--- src/rtl/hpdcache_refill_ctrl.sv ---
// Refill sequencer between the MSHR / memory read-response channel and the cache array.
// Acks the MSHR, writes each refill beat, and returns the missed word to the core.
//
//  state   | meaning
//  --------+------------------------------------------------------------
//  S_IDLE  | waiting for the first refill beat (needs the MSHR ack grant)
//  S_META  | MSHR metadata returned this cycle, latched at the end of it
//  S_WRITE | buffered beat presented to the array until accepted
//  S_BEAT  | waiting for the next refill beat
//  S_RSP   | core response held until accepted
module hpdcache_refill_ctrl #(
  parameter int MSHR_SET_W = 2,
  parameter int MSHR_WAY_W = 2,
  parameter int NLINE_W    = 26,
  parameter int REQ_ID_W   = 6,
  parameter int SRC_ID_W   = 3,
  parameter int WORD_W     = 64,
  parameter int WORD_IDX_W = 3,
  parameter int MEM_DATA_W = 128,
  localparam int LINE_W    = WORD_W << WORD_IDX_W,
  localparam int NBEATS    = LINE_W / MEM_DATA_W,
  localparam int BEAT_W    = (NBEATS > 1) ? $clog2(NBEATS) : 1
) (
  input  logic                         clk_i,
  input  logic                         rst_ni,
  input  logic                         mem_rsp_valid_i,
  output logic                         mem_rsp_ready_o,
  input  logic [MSHR_WAY_W+MSHR_SET_W-1:0] mem_rsp_id_i,
  input  logic [MEM_DATA_W-1:0]        mem_rsp_data_i,
  input  logic                         mem_rsp_error_i,
  input  logic                         mem_rsp_last_i,
  input  logic                         mshr_ack_gnt_i,
  output logic                         mshr_ack_o,
  output logic [MSHR_SET_W-1:0]        mshr_ack_set_o,
  output logic [MSHR_WAY_W-1:0]        mshr_ack_way_o,
  input  logic [REQ_ID_W-1:0]          mshr_req_id_i,
  input  logic [SRC_ID_W-1:0]          mshr_src_id_i,
  input  logic [NLINE_W-1:0]           mshr_nline_i,
  input  logic [WORD_IDX_W-1:0]        mshr_word_i,
  input  logic                         mshr_need_rsp_i,
  input  logic                         mshr_is_pref_i,
  output logic                         refill_write_o,
  input  logic                         refill_ready_i,
  output logic [NLINE_W-1:0]           refill_nline_o,
  output logic [BEAT_W-1:0]            refill_beat_o,
  output logic [MEM_DATA_W-1:0]        refill_data_o,
  output logic                         core_rsp_valid_o,
  input  logic                         core_rsp_ready_i,
  output logic [REQ_ID_W-1:0]          core_rsp_req_id_o,
  output logic [SRC_ID_W-1:0]          core_rsp_src_id_o,
  output logic [WORD_W-1:0]            core_rsp_data_o,
  output logic                         core_rsp_error_o,
  output logic                         busy_o
);

  localparam int WPB    = MEM_DATA_W / WORD_W;
  localparam int WSEL_W = $clog2(WPB);

  typedef enum logic [2:0] {
    S_IDLE  = 3'd0,
    S_META  = 3'd1,
    S_WRITE = 3'd2,
    S_BEAT  = 3'd3,
    S_RSP   = 3'd4
  } state_e;

  state_e                  state_q, state_d;
  logic [BEAT_W-1:0]       beat_q, beat_d;
  logic [MEM_DATA_W-1:0]   data_q, data_d;
  logic                    err_q, err_d;
  logic                    last_q, last_d;
  logic [NLINE_W-1:0]      nline_q, nline_d;
  logic [REQ_ID_W-1:0]     req_id_q, req_id_d;
  logic [SRC_ID_W-1:0]     src_id_q, src_id_d;
  logic [WORD_IDX_W-1:0]   word_q, word_d;
  logic                    need_rsp_q, need_rsp_d;
  logic                    is_pref_q, is_pref_d;
  logic [WORD_W-1:0]       rsp_word_q, rsp_word_d;

  logic [WORD_IDX_W-1:0]   word_beat;
  logic [WORD_IDX_W-1:0]   word_off;
  logic                    word_hit;
  logic [WORD_W-1:0]       word_sel;
  logic [BEAT_W-1:0]       beat_inc;

  // Requested word lives in beat word/WPB at slot word%WPB of that beat.
  always_comb begin
    word_beat = word_q >> WSEL_W;
    word_off  = word_q & WORD_IDX_W'(WPB - 1);
    word_hit  = (word_beat == WORD_IDX_W'(beat_q));
    word_sel  = data_q[WORD_W-1:0];
    for (int i = 0; i < WPB; i++) begin
      if (word_off == WORD_IDX_W'(i)) word_sel = data_q[i*WORD_W +: WORD_W];
    end
    beat_inc = (beat_q == BEAT_W'(NBEATS - 1)) ? '0 : beat_q + 1'b1;
  end

  always_comb begin
    state_d    = state_q;
    beat_d     = beat_q;
    data_d     = data_q;
    err_d      = err_q;
    last_d     = last_q;
    nline_d    = nline_q;
    req_id_d   = req_id_q;
    src_id_d   = src_id_q;
    word_d     = word_q;
    need_rsp_d = need_rsp_q;
    is_pref_d  = is_pref_q;
    rsp_word_d = rsp_word_q;

    mem_rsp_ready_o  = 1'b0;
    mshr_ack_o       = 1'b0;
    mshr_ack_set_o   = '0;
    mshr_ack_way_o   = '0;
    refill_write_o   = 1'b0;
    core_rsp_valid_o = 1'b0;

    unique case (state_q)
      S_IDLE: begin
        mem_rsp_ready_o = mshr_ack_gnt_i;
        if (mem_rsp_valid_i && mshr_ack_gnt_i) begin
          mshr_ack_o     = 1'b1;
          mshr_ack_set_o = mem_rsp_id_i[MSHR_SET_W-1:0];
          mshr_ack_way_o = mem_rsp_id_i[MSHR_WAY_W+MSHR_SET_W-1:MSHR_SET_W];
          data_d         = mem_rsp_data_i;
          err_d          = mem_rsp_error_i;
          last_d         = mem_rsp_last_i;
          beat_d         = '0;
          rsp_word_d     = '0;
          state_d        = S_META;
        end
      end
      S_META: begin
        nline_d    = mshr_nline_i;
        req_id_d   = mshr_req_id_i;
        src_id_d   = mshr_src_id_i;
        word_d     = mshr_word_i;
        need_rsp_d = mshr_need_rsp_i;
        is_pref_d  = mshr_is_pref_i;
        state_d    = S_WRITE;
      end
      S_WRITE: begin
        refill_write_o = 1'b1;
        if (refill_ready_i) begin
          if (word_hit) rsp_word_d = word_sel;
          if (!last_q) state_d = S_BEAT;
          else if (need_rsp_q && !is_pref_q) state_d = S_RSP;
          else state_d = S_IDLE;
        end
      end
      S_BEAT: begin
        mem_rsp_ready_o = 1'b1;
        if (mem_rsp_valid_i) begin
          beat_d  = beat_inc;
          err_d   = err_q | mem_rsp_error_i;
          data_d  = mem_rsp_data_i;
          last_d  = mem_rsp_last_i;
          state_d = S_WRITE;
        end
      end
      S_RSP: begin
        core_rsp_valid_o = 1'b1;
        if (core_rsp_ready_i) state_d = S_IDLE;
      end
      default: state_d = S_IDLE;
    endcase
  end

  always_ff @(posedge clk_i or negedge rst_ni) begin
    if (!rst_ni) begin
      state_q    <= S_IDLE;
      beat_q     <= '0;
      data_q     <= '0;
      err_q      <= 1'b0;
      last_q     <= 1'b0;
      nline_q    <= '0;
      req_id_q   <= '0;
      src_id_q   <= '0;
      word_q     <= '0;
      need_rsp_q <= 1'b0;
      is_pref_q  <= 1'b0;
      rsp_word_q <= '0;
    end else begin
      state_q    <= state_d;
      beat_q     <= beat_d;
      data_q     <= data_d;
      err_q      <= err_d;
      last_q     <= last_d;
      nline_q    <= nline_d;
      req_id_q   <= req_id_d;
      src_id_q   <= src_id_d;
      word_q     <= word_d;
      need_rsp_q <= need_rsp_d;
      is_pref_q  <= is_pref_d;
      rsp_word_q <= rsp_word_d;
    end
  end

  assign refill_nline_o    = nline_q;
  assign refill_beat_o     = beat_q;
  assign refill_data_o     = data_q;
  assign core_rsp_req_id_o = req_id_q;
  assign core_rsp_src_id_o = src_id_q;
  assign core_rsp_data_o   = rsp_word_q;
  assign core_rsp_error_o  = err_q;
  assign busy_o            = (state_q != S_IDLE);

endmodule

--- config.mk ---
export PLATFORM = sky130hd
export DESIGN_NAME = hpdcache_refill_ctrl
export DESIGN_NICKNAME = d
export VERILOG_FILES = /design/src/rtl/hpdcache_refill_ctrl.sv
export SDC_FILE = /design/constraint.sdc
export NUM_CORES = 1
export LEC_CHECK = 0
export CORE_AREA = 2 2 162 164
export DETAILED_ROUTE_END_ITERATION = 8
export DIE_AREA = 0 0 164 166
export GPL_ROUTABILITY_DRIVEN = 0
export MAX_ROUTING_LAYER = met4
export PLACE_DENSITY = 0.85
export REMOVE_ABC_BUFFERS = 1
export SLEW_MARGIN = 20
export SYNTH_ARGS = -nofsm -noshare
export SYNTH_HDL_FRONTEND = slang
export SYNTH_SLANG_ARGS = --single-unit
--- constraint.sdc ---
create_clock -name clk_i -period 4.5 [get_ports clk_i]
set_input_delay 0.9 -clock clk_i [delete_from_list [all_inputs] [get_ports clk_i]]
set_output_delay 0.9 -clock clk_i [all_outputs]
set_load 0.02 [all_outputs]
==> out/metrics.yaml <==
hold_buffers: 0
cts_tree: "yes"
die_y_microns: 166
clock_skew_ns: 0.0114
syn_inst: 694
core_sq_um: 25600
root_buffer: "clkbuf_16"
p_leak_nw: 6.90
drtPass1Iterations: 4
drv_slew: 0
rows: 59
ys_seq_area_share_pct: 57.1
cp_max_fo: 5
async_reset_ff_share_pct: 100
numPortBuffers: 418
post-route-worst-setup-slack_ns: 0.732
pre_cts_ws_ns: 0.714
cp-start-kind: "input pin"
io_pins: 419
grt_max_degree: 130
utilization_pct: 61.8
ctsResizeCount: 0
final-setup-viol-count: 0
final_cell_mix: "clkdlybuf4s50_1 (417), dfrtp_1 (238), mux2i_1 (128)"
drv_cap: 0
overflow: 0
cp.arrival_ns: 2.87
hold_violations: 0
setup_tns_ns: 0
placed_cells: 1408
clockBufferDepth: 3
worstSetupPathType: "input pin to output port"
nFillCells: 1916
critPathCaptureType: "output port"
ys_seq_elements: 239
antenna_found_initial: 1
hp-class: "input pin to asynchronous set/reset pin"
drive_above_1_share_pct: 20.7
worst_slew_pin_slew_ns: 0.947
synth_enable_flop_cells: 0
regArea_sq_um: 5980
vias: 7437
die_area_sq_um: 27200
drtAntennaViolNets: 0
multi_input_area_sq_um: 4140
drc: 0
finalCritPeriodShare_pct: 83.7
grt-busiest-layer: "met2"
powerDensity_nw_per_um2: 800
grt_pass1_vias: 7894
relSlewSlack_pct: 36.8
yosys_warnings: 0
rsz0062_at_grt: "false"
synth-main-ff-cell: "dfrtp_1"
required_ns: 3.60
routedWlPerCell_microns: 20.9
fmax_mhz: 265
grt_use_met2_pct: 38.9
final_cells: 1458
via_per_inst: 5.10
rr_startpoint: "state_q[1]"
grt_pass1_wl_mm: 46.1
htreeDepth: 1
use_met3_pct: 4.70
hold_ws_ns: 0.265
initial_core_util_pct: 40.9
clock_latency_ns: 0.53
drt-total-wl_mm: 30.5
post-cts-setup-buffer-count: 0
first_iter_violations: 380
grt_usage_pct: 22.5
dpl_cell_area_sq_um: 14900
rrSetupSlack_ns: 2.16
cts_buffers: 27
use_met1_pct: 25.3
die_x_microns: 164
syn_avg_cell_area_sq_um: 15.1
syn_to_final_growth_pct: 51.1
p_total_mw: 12.7
dp_hpwl_mm: 20.7
worstReg2RegEnd: "core_rsp_data_o[46]"
run_status: "finished, final reports clean"
synth_cell_types: 34
fin_nets: 1284
irDropWorstVdd_v: 0.000444
period_minus_slack_ns: 3.77
reg2regPathDepth: 4
layout.cells.most_common: "clkdlybuf4s50_1"
clkSinkCount: 239
clkTransAtPathRegs_ns: 0.06
netlist_area_sq_um: 10500
fin_area_sq_um: 15800
## layout make-up
| type | count | share of cell area, % |
|---|---|---|
| diodes | 1 | 0.0158 |
| multi-input cells | 403 | 26.1 |
| clock buffers | 36 | 4.86 |
| well taps | 335 | 2.65 |
| inverters | 3 | 0.0711 |
| flip-flops and latches | 239 | 37.8 |
| clock inverters | 12 | 1.06 |
| repair buffers | 429 | 27.4 |
## registers in the layout, summed over array words and instances (netlist names), 2 cells and up
name               cells
refill_beat_o          2
word_q                 3
core_rsp_req_id_o      6
core_rsp_src_id_o      3
refill_data_o        128
state_q                3
refill_nline_o        26
core_rsp_data_o       64
## worst max-delay path by stage
| stage | startpoint | endpoint | slack (ns) |
|---|---|---|---|
| floorplan | mshr_ack_gnt_i | last_q | -2.03 |
| global placement | mem_rsp_valid_i | mshr_ack_set_o[1] | 0.74 |
| detailed placement | mem_rsp_valid_i | mshr_ack_set_o[1] | 0.71 |
| CTS | mem_rsp_valid_i | mshr_ack_set_o[1] | 0.71 |
| global route | mem_rsp_valid_i | mshr_ack_way_o[0] | 0.69 |
| finish | mem_rsp_valid_i | mshr_ack_way_o[1] | 0.73 |
## worst max-delay path, cell delays in order
cell             delay, ns
clkdlybuf4s50_1       0.50
nand3b_1              0.11
nor2_1                0.54
and2_1                0.22
clkdlybuf4s50_1       0.60
## metal layers
metal / up-vias / wire (microns)
met5: - / 0
met4: 0 / 1340
met3: 75 / 2000
met2: 295 / 15600
met1: 3775 / 11500
li1: 3292 / -
## report_power, final
part	internal, mW	switching (mW)	leakage (nW)
clock	1.42	0.888	0.456
sequential	3.17	0.920	2.91
combinational	3.38	2.89	3.53
total	7.97	4.70	6.90
## cells by family (layout without fill, tap and decap cells)
family,count (synthesis),count (layout),share of synthesized area [%]
adders and majority gates,1,1,0.119
DFF,239,239,57.1
other,0,1,0
AOI/OAI and AO/OA,74,74,3.60
and+or+nand+nor,28,28,1.76
xor gates and xnor gates,2,2,0.167
buffers and inverters,52,480,3.57
muxes,298,298,33.7
## synthesized netlist by cell type, types with 2 or more instances
master | number | area [sq um]
and2_1 | 4 | 25.0
dfrtp_1 | 239 | 5980
buf_2 | 17 | 85.1
mux2_1 | 3 | 33.8
mux2_2 | 78 | 878
o21ai_0 | 68 | 340
nor2b_1 | 2 | 12.5
clkbuf_1 | 13 | 48.8
nor3b_2 | 2 | 25.0
and3b_1 | 2 | 17.5
mux2_4 | 89 | 1340
buf_6 | 11 | 124
buf_4 | 2 | 15.0
xnor2_1 | 2 | 17.5
nor2_1 | 5 | 18.8
inv_1 | 3 | 11.3
a21oi_1 | 3 | 15.0
mux2i_1 | 128 | 1280
nand2_1 | 3 | 11.3
buf_8 | 6 | 90.1
No activity file was read; power rests on OpenSTA's default activity.
